### config.mk
export PLATFORM = sky130hd
export DESIGN_NAME = io_port_ctrl
export DESIGN_NICKNAME = d
export VERILOG_FILES = /design/src/rtl/io_port_ctrl_pkg.sv /design/src/rtl/io_port_ctrl_fifo.sv /design/src/rtl/io_port_ctrl.sv
export SDC_FILE = /design/constraint.sdc
export NUM_CORES = 1
export LEC_CHECK = 0
export CAP_MARGIN = 0
export CORE_MARGIN = 2
export CORE_UTILIZATION = 45
export CTS_BUF_LIST = sky130_fd_sc_hd__clkbuf_4 sky130_fd_sc_hd__clkbuf_8 sky130_fd_sc_hd__clkbuf_16
export DETAILED_ROUTE_END_ITERATION = 16
export PLACE_DENSITY = 0.68
export SYNTH_ARGS = -nofsm -noshare
export SYNTH_HDL_FRONTEND = slang
export SYNTH_HIERARCHICAL = 1
export SYNTH_SLANG_ARGS = --single-unit
### constraint.sdc
create_clock -name Clock -period 3.1 [get_ports Clock]
set_input_delay 0.62 -clock Clock [delete_from_list [all_inputs] [get_ports Clock]]
set_output_delay 0.62 -clock Clock [all_outputs]
set_load 0.01 [all_outputs]
### src/rtl/io_port_ctrl_pkg.sv
// -----------------------------------------------------------------------------
// io_port_ctrl_pkg
// Shared definitions for the keypad/display port controller:
//   - default widths of the input (keypad) and output (display) interfaces
//   - output command encodings carried in every display queue entry
// -----------------------------------------------------------------------------
package io_port_ctrl_pkg;

   // Output-interface defaults
   localparam int OD_N_DEF  = 32;  // display payload width
   localparam int OC_N_DEF  = 2;   // display command width
   localparam int DEPTH_DEF = 4;   // display queue depth

   // Input-interface defaults
   localparam int IC_N_DEF  = 5;   // keypad command width

   // Display command encodings; OC_NON is all-zero so an empty head reads as idle
   typedef enum logic [1:0] {
      OC_NON = 2'd0,
      OC_ACK = 2'd1,
      OC_NUM = 2'd2
   } out_cmd_e;

endpackage

### src/rtl/io_port_ctrl_fifo.sv
// -----------------------------------------------------------------------------
// io_fifo
// Synchronous FIFO with a zero-latency head: the oldest entry is read straight
// out of storage, so it is visible the cycle after it is written.
// Ports:
//   Clock, Reset : clock and synchronous active-high reset
//   push, wdata  : write request and data (dropped when full unless popping)
//   pop          : remove head entry (ignored when empty)
//   head         : oldest entry, zero when empty
//   empty, full  : occupancy status
// -----------------------------------------------------------------------------
module io_fifo #(
   parameter int WIDTH = 34,
   parameter int DEPTH = 4
) (
   input  logic             Clock,
   input  logic             Reset,
   input  logic             push,
   input  logic [WIDTH-1:0] wdata,
   input  logic             pop,
   output logic [WIDTH-1:0] head,
   output logic             empty,
   output logic             full
);

   localparam int PW = (DEPTH > 1) ? $clog2(DEPTH) : 1;
   localparam int CW = PW + 1;

   localparam logic [PW-1:0] PTR_ZERO = PW'(0);
   localparam logic [PW-1:0] PTR_ONE  = PW'(1);
   localparam logic [CW-1:0] CNT_ZERO = CW'(0);
   localparam logic [CW-1:0] CNT_ONE  = CW'(1);
   localparam logic [CW-1:0] CNT_FULL = CW'(DEPTH);

   logic [WIDTH-1:0] mem_r [DEPTH];
   logic [PW-1:0]    wr_ptr_r;
   logic [PW-1:0]    rd_ptr_r;
   logic [CW-1:0]    count_r;
   logic             empty_s;
   logic             full_s;
   logic             pop_ok_s;
   logic             push_ok_s;

   assign empty_s   = (count_r == CNT_ZERO);
   assign full_s    = (count_r == CNT_FULL);
   assign pop_ok_s  = pop & ~empty_s;
   // A pop in the same cycle frees a slot, so a push into a full queue still lands
   assign push_ok_s = push & (~full_s | pop_ok_s);

   assign empty = empty_s;
   assign full  = full_s;

   // Pointer and occupancy bookkeeping; pointers wrap naturally at DEPTH (power of two)
   always_ff @(posedge Clock) begin
      if (Reset) begin
         wr_ptr_r <= PTR_ZERO;
         rd_ptr_r <= PTR_ZERO;
         count_r  <= CNT_ZERO;
      end else begin
         if (push_ok_s) begin
            wr_ptr_r <= wr_ptr_r + PTR_ONE;
         end
         if (pop_ok_s) begin
            rd_ptr_r <= rd_ptr_r + PTR_ONE;
         end
         case ({push_ok_s, pop_ok_s})
            2'b10:   count_r <= count_r + CNT_ONE;
            2'b01:   count_r <= count_r - CNT_ONE;
            default: count_r <= count_r;
         endcase
      end
   end

   // Entry storage; contents need no reset because the head is masked while empty
   always_ff @(posedge Clock) begin
      if (push_ok_s) begin
         mem_r[wr_ptr_r] <= wdata;
      end
   end

   // Head presentation straight from storage
   always_comb begin
      if (empty_s) begin
         head = WIDTH'(0);
      end else begin
         head = mem_r[rd_ptr_r];
      end
   end

endmodule

### src/rtl/io_port_ctrl.sv
// -----------------------------------------------------------------------------
// io_port_ctrl
// Keypad-to-controller command capture plus a controller-to-display output queue.
// Ports:
//   Clock, Reset          : clock and synchronous active-high reset
//   in_valid, in_cmd      : keypad offers a command
//   in_ack                : one-cycle acknowledge, the cycle after a capture
//   cmd_valid, cmd_data   : captured command held for the controller
//   cmd_take              : controller consumes the held command
//   req_ack               : enqueue {OC_ACK, 0} (wins over req_num)
//   req_num, req_data     : enqueue {OC_NUM, req_data}
//   out_valid/cmd/data    : display queue head (OC_NON / 0 when empty)
//   out_ready             : display accepts the head
//   q_full                : display queue full
//   overflow              : sticky, some request was dropped
// -----------------------------------------------------------------------------
module io_port_ctrl
   import io_port_ctrl_pkg::*;
#(
   parameter int OD_N  = OD_N_DEF,
   parameter int OC_N  = OC_N_DEF,
   parameter int IC_N  = IC_N_DEF,
   parameter int DEPTH = DEPTH_DEF
) (
   input  logic            Clock,
   input  logic            Reset,
   input  logic            in_valid,
   input  logic [IC_N-1:0] in_cmd,
   output logic            in_ack,
   output logic            cmd_valid,
   output logic [IC_N-1:0] cmd_data,
   input  logic            cmd_take,
   input  logic            req_ack,
   input  logic            req_num,
   input  logic [OD_N-1:0] req_data,
   output logic            out_valid,
   output logic [OC_N-1:0] out_cmd,
   output logic [OD_N-1:0] out_data,
   input  logic            out_ready,
   output logic            q_full,
   output logic            overflow
);

   localparam int EW = OC_N + OD_N;

   logic            in_ack_r;
   logic            cmd_valid_r;
   logic [IC_N-1:0] cmd_data_r;
   logic            overflow_r;

   logic            capture_s;
   logic            push_req_s;
   logic            pop_s;
   logic            drop_s;
   logic [EW-1:0]   wdata_s;
   logic [EW-1:0]   head_s;
   logic            fifo_empty_s;
   logic            fifo_full_s;

   // A new command is taken when the holding slot is free or being vacated now
   assign capture_s  = in_valid & (~cmd_valid_r | cmd_take);
   assign push_req_s = req_ack | req_num;
   assign pop_s      = ~fifo_empty_s & out_ready;
   // Lost requests: req_num shadowed by req_ack, or any push into a full queue with no pop
   assign drop_s     = (req_ack & req_num) | (push_req_s & fifo_full_s & ~pop_s);

   // Entry selection; req_ack has priority over req_num
   always_comb begin
      if (req_ack) begin
         wdata_s = {OC_N'(OC_ACK), OD_N'(0)};
      end else begin
         wdata_s = {OC_N'(OC_NUM), req_data};
      end
   end

   // Keypad capture, acknowledge pulse and sticky overflow
   always_ff @(posedge Clock) begin
      if (Reset) begin
         in_ack_r    <= 1'b0;
         cmd_valid_r <= 1'b0;
         cmd_data_r  <= IC_N'(0);
         overflow_r  <= 1'b0;
      end else begin
         in_ack_r <= capture_s;
         if (capture_s) begin
            cmd_valid_r <= 1'b1;
            cmd_data_r  <= in_cmd;
         end else if (cmd_take) begin
            cmd_valid_r <= 1'b0;
         end
         if (drop_s) begin
            overflow_r <= 1'b1;
         end
      end
   end

   io_fifo #(
      .WIDTH (EW),
      .DEPTH (DEPTH)
   ) u_fifo (
      .Clock (Clock),
      .Reset (Reset),
      .push  (push_req_s),
      .wdata (wdata_s),
      .pop   (pop_s),
      .head  (head_s),
      .empty (fifo_empty_s),
      .full  (fifo_full_s)
   );

   // Head split into command/data; an empty queue shows OC_NON
   always_comb begin
      if (fifo_empty_s) begin
         out_cmd  = OC_N'(OC_NON);
         out_data = OD_N'(0);
      end else begin
         out_cmd  = head_s[OD_N +: OC_N];
         out_data = head_s[OD_N-1:0];
      end
   end

   assign out_valid = ~fifo_empty_s;
   assign q_full    = fifo_full_s;
   assign in_ack    = in_ack_r;
   assign cmd_valid = cmd_valid_r;
   assign cmd_data  = cmd_data_r;
   assign overflow  = overflow_r;

endmodule

Word level (Yosys, flattened, before mapping). Memories as Yosys holds them, arrays and structs flattened. A register that Yosys moved wholly into a read port is not among the register bits. Cells that the tools add are included.

Muxes and demuxes: 10. Eq/ne operators: 3. Reduce and logical (&&, ||, !) cells: 3. Bitwise logic cells: 15. Add/subtract/negate cells: 4.

Operators with widths (number): 34-bit 2-to-1 mux (1); 32-bit 2-to-1 mux (1); 1-bit AND (7); 2-bit 2-to-1 mux (3); 3-bit case mux with 2 select lines (1); 2-bit by 1-bit adder with 2-bit output, second input constant (2); 1-bit 2-to-1 mux (4); 1-bit inverter (4); 1-bit OR (4); 2-bit nonzero test (2); 3-bit by 1-bit adder with 3-bit output, second input constant (1); 3-bit == test, second input constant (1); 3-bit zero test (1); 3-bit by 1-bit subtractor with 3-bit output, second input constant (1); 2-bit by 1-bit == test with 1-bit output, second input constant (1); 2-bit == test, second input constant (1).

Bits in registers: 15. Memories: 1. Memory bits (writable): 136.

Memories: u_fifo.mem_r (words 4, bits a word 34, rd ports 1, clocked after Yosys merged registers in 1, wr ports 1, line io_port_ctrl_fifo.sv:35) `logic [WIDTH-1:0] mem_r [DEPTH];`.

Depth between registers and ports, before layout.
Depth in word-level cells: 8. Mapped depth: 12. Depth with buffers taken out: 9.

Cells and area by module. The synthesis kept the hierarchy.

By module, submodules not included: io_fifo (area each 5814.3 µm², cells each 283, instances 1, sequential area each 4264.1 µm²); io_port_ctrl (area each 810.8 µm², cells each 111, instances 1, sequential area each 160.2 µm²).

Least setup slack after synthesis. Ideal clock, no wire load.

Path kind: register to register. From: register u_fifo.count_r[2]. To: memory u_fifo.mem_r[0][0], enable pin. Path slack: 0.582 ns. Setup time: 0.394 ns. Period minus slack after synthesis: 2.518 ns. Data required time: 2.706 ns. Stages on the path, launching flop included: 9. Buffers on the path: 2. Arrival time: 2.124 ns. Cells stage by stage: dfxtp_1 buf_2 nor3_4 buf_2 nand2b_1 inv_1 inv_1 a31oi_2 and2_1.

Word-level cells in the longest chain between the ends: 8. Elaborated cells on any way between the ends: 10. Classes of those cells: eq/ne (1); mux (2); bitwise (6); reduce/logical (1).

Ends and longest elaborated chain: start, declared (line io_port_ctrl_fifo.sv:38) `logic [CW-1:0] count_r;`; start signal, assigned (line io_port_ctrl_fifo.sv:67) `2'b10: count_r <= count_r + CNT_ONE;`; start signal, assigned (line io_port_ctrl_fifo.sv:68) `2'b01: count_r <= count_r - CNT_ONE;`; start signal, assigned (line io_port_ctrl_fifo.sv:69) `default: count_r <= count_r;`; 3-bit zero test (line io_port_ctrl_fifo.sv:44) `assign empty_s = (count_r == CNT_ZERO);`; net fifo_empty_s (line io_port_ctrl.sv:57) `logic fifo_empty_s;`; 1-bit inverter (line io_port_ctrl.sv:63) `assign pop_s = ~fifo_empty_s & out_ready;`; 1-bit AND (line io_port_ctrl.sv:63); net pop_s (line io_port_ctrl.sv:53) `logic pop_s;`; 1-bit AND (line io_port_ctrl_fifo.sv:46) `assign pop_ok_s = pop & ~empty_s;`; 1-bit OR (line io_port_ctrl_fifo.sv:48) `assign push_ok_s = push & (~full_s | pop_ok_s);`; 1-bit AND (line io_port_ctrl_fifo.sv:48); 1-bit 2-to-1 mux (line io_port_ctrl_fifo.sv:76) `if (push_ok_s) begin`; 1-bit 2-to-1 mux (implied by the code) (line io_port_ctrl_fifo.sv:77) `mem_r[wr_ptr_r] <= wdata;`; end, declared (line io_port_ctrl_fifo.sv:35).

The timed path passes the listed nets, and every way through them passes these cells.

==> impl_metrics.json <==
{
  "status": "completed",
  "power.density_mw_per_mm2": 743,
  "die_h_um": 125,
  "layout-drive-gt1-share_pct": 20.2,
  "cts_tree": "yes",
  "holdPathEnd": "overflow$_SDFFE_PP0P_",
  "synth.most_common_cell": "edfxtp_1",
  "hold_viol": 0,
  "crit_path_cell_trace": "buf_6 -> mux4_1 -> nor2b_1 -> and2b_1 -> clkdlybuf4s50_1",
  "cp_max_fo": 14,
  "synth_ff_type": "edfxtp_1",
  "ant_nets": 0,
  "r2r-end": "u_fifo/mem_r[2][1]$_DFFE_PP_",
  "syn_avg_cell_area_sq_um": 16.8,
  "startpoint_type": "register",
  "worst_pin_slew_ns": 0.462,
  "drc": 0,
  "final_cell_area_sq_mm": 0.00831,
  "grt_pass1_wl_mm": 18.6,
  "n_antenna_cell": 0,
  "setup_viol": 0,
  "synthesis.area_sq_mm": 0.00663,
  "synth_top_area_share_pct": 61.6,
  "cp_slowest_stage_delay_ns": 0.58,
  "routabilityCongestion": 0.754,
  "finalClockSkew_ns": 0.00570,
  "cts_made_buffers": 17,
  "syn_nets": 443,
  "yosys.cell_types.count": 45,
  "worstSetupPathType": "reg2out",
  "vdd_drop_max_uv": 447,
  "rr_worst_depth": 7,
  "min_period_ns": 2.97,
  "drtIter0Drc": 242,
  "synth_top_area_cell": "edfxtp_1",
  "top_usage_layer": "met2",
  "netlist_instances": 394,
  "hp-class": "reg2reg",
  "wire_per_inst_um": 16.9,
  "synthTopCellsByCount": "edfxtp_1 (136), nor2b_1 (90), mux4_2 (30)",
  "detail_route.wirelength_mm": 11.6,
  "core.rowCount": 44,
  "dp_hpwl_mm": 7.50,
  "clock_path_buffers": 2,
  "use_met1_pct": 19.3,
  "rsz0062_at_grt": "no",
  "r2r_slack_ns": 0.72,
  "arrival_ns": 2.35,
  "end_kind": "output port",
  "ys_seq_area_share_pct": 66.8,
  "maxCapViolCount": 0,
  "nets": 540,
  "clk_pin_slew_worst_paths_ns": 0.06,
  "die_x_um": 125,
  "tns_ns": 0,
  "met3_usage_pct": 4.19,
  "dieArea_sq_mm": 0.0157,
  "worstPathRequired_ns": 2.48,
  "whs_path_depth": 2,
  "crit_buf_inv": 2,
  "grt_max_degree": 47,
  "period_share_pct": 95.9,
  "core_area_sq_mm": 0.0145,
  "cts-htree-levels": 4,
  "p_leak_nw": 2.81,
  "r2r-start": "u_fifo/count_r[2]$_SDFFE_PP0P_",
  "dr.pass1.iters": 4,
  "grtUsageTotal_pct": 15.6,
  "antenna_found_initial": 0,
  "grt_overflow": 0,
  "crit_family": "buffers and inverters",
  "area_delta_synth_final_pct": 25.5,
  "async_flop_share_pct": 0,
  "clock_sink_count": 153,
  "use_met2_pct": 25.8,
  "fmax_ghz": 0.336,
  "cts_root_buffer": "clkbuf_16",
  "drt-vias-per-instance": 5.07,
  "placed_area_sq_mm": 0.00772,
  "slew_headroom_pct": 69.2,
  "yosys_warnings": 6,
  "synth_area_leaders": "edfxtp_1 (62%), mux4_2 (10%), nor2b_1 (8.5%)",
  "fin_util_pct": 57.4,
  "synth-edff-count": 136,
  "crit_slowest_cell": "mux4_1",
  "hp-start": "overflow$_SDFFE_PP0P_",
  "slew_violations": 0,
  "io_pins": 88,
  "start_util_pct": 45.8,
  "grt_pass1_vias": 3644,
  "cts_setup_buffers": 0,
  "insertion_delay_ns": 0.42,
  "port-buffer-count": 87,
  "via_count": 3487,
  "ys_ff_latch": 153
}
[cell type report]
cell class | instances | area, sq um
clock buffers | 17 | 425
clock inverters | 15 | 159
fillers | 1117 | 6170
inverters | 11 | 41.3
multi-input cells | 204 | 1980
flip-flops and latches | 153 | 4430
well taps | 184 | 230
repair buffers | 104 | 1050
[timing repair]
| item | CTS | global route |
|---|---|---|
| gates resized for setup | 0 | 2 |
| hold buffers | 0 | 0 |
| setup endpoints to repair | 0 | 3 |
| hold endpoints to repair | 0 | 0 |
[worst max-delay path by stage]
| stage | to | depth (start not counted) |
|---|---|---|
| finish | out_cmd[1] | 5 |
| global route | out_cmd[1] | 5 |
| CTS | out_cmd[1] | 5 |
| detailed placement | u_fifo/mem_r[2][0]$_DFFE_PP_ | 7 |
| global placement | u_fifo/mem_r[2][8]$_DFFE_PP_ | 7 |
| floorplan | u_fifo/mem_r[0][0]$_DFFE_PP_ | 8 |
[worst reg2reg max path, delay by kind of cell, from the launching register on]
| kind | cells | cell delay [ns] |
|---|---|---|
| and+or+nand+nor | 3 | 0.66 |
| buffers and inverters | 3 | 0.58 |
| DFF | 1 | 0.55 |
| AOI/OAI and AO/OA | 1 | 0.29 |
[cell usage in the layout, fill, tap and decap left out, types with 3 or more instances in the layout]
| cell type | instances |
|---|---|
| clkinvlp_4 | 3 |
| nand2b_1 | 5 |
| buf_12 | 4 |
| nand3_1 | 7 |
| ha_1 | 4 |
| clkbuf_16 | 17 |
| a21oi_2 | 3 |
| edfxtp_1 | 136 |
| bufinv_16 | 3 |
| a21oi_1 | 5 |
| clkinv_2 | 6 |
| nor2b_4 | 6 |
| mux4_2 | 30 |
| xor2_1 | 3 |
| nor2_1 | 9 |
| a21bo_1 | 3 |
| nor2b_1 | 90 |
| dfxtp_1 | 15 |
| clkdlybuf4s50_1 | 86 |
| mux4_1 | 4 |
| and2b_1 | 4 |
| and2_2 | 4 |
| inv_1 | 11 |
| buf_4 | 11 |
[metrics by stage]
step / cells / setup slack (ns) / total power [mW] / hold slack [ns]
floorplan: 394 / 0.582 / 3.69 / 0.482
global placement: 656 / 0.452 / 4.19 / 0.490
detailed placement: 656 / 0.366 / 4.23 / 0.502
CTS: 688 / 0.0323 / 6.25 / 0.514
global route: 688 / 0.0221 / 6.48 / 0.577
finish: 688 / 0.126 / 6.17 / 0.512
[registers in the layout, indices dropped and copies added, names as in the netlist, named ones only]
register	flops
u_fifo/mem_r	136
cmd_data	5
u_fifo/count_r	3
u_fifo/rd_ptr_r	2
u_fifo/wr_ptr_r	2
cmd_valid	1
in_ack	1
overflow	1
[power by group]
part	switching (mW)	internal, mW
combinational	0.731	0.812
sequential	0.0916	2.52
clock	0.767	1.25
[layer usage]
metal,wire [um],part of all wire (%),up-vias
met5,0,0,-
met4,118,1.0,0
met3,595,5.1,7
met2,5910,51,104
met1,4990,43,1716
li1,-,-,1660
[cells by family after synthesis]
group / count (synthesis) / share of synthesized area [%]
AOI/OAI and AO/OA: 24 / 2.89
xor gates and xnor gates: 4 / 0.529
adders and majority gates: 5 / 1.06
buffers and inverters: 37 / 3.42
DFF: 153 / 66.8
muxes: 36 / 12.1
and+or+nand+nor: 135 / 13.2
(Power assumes the default switching activity.)
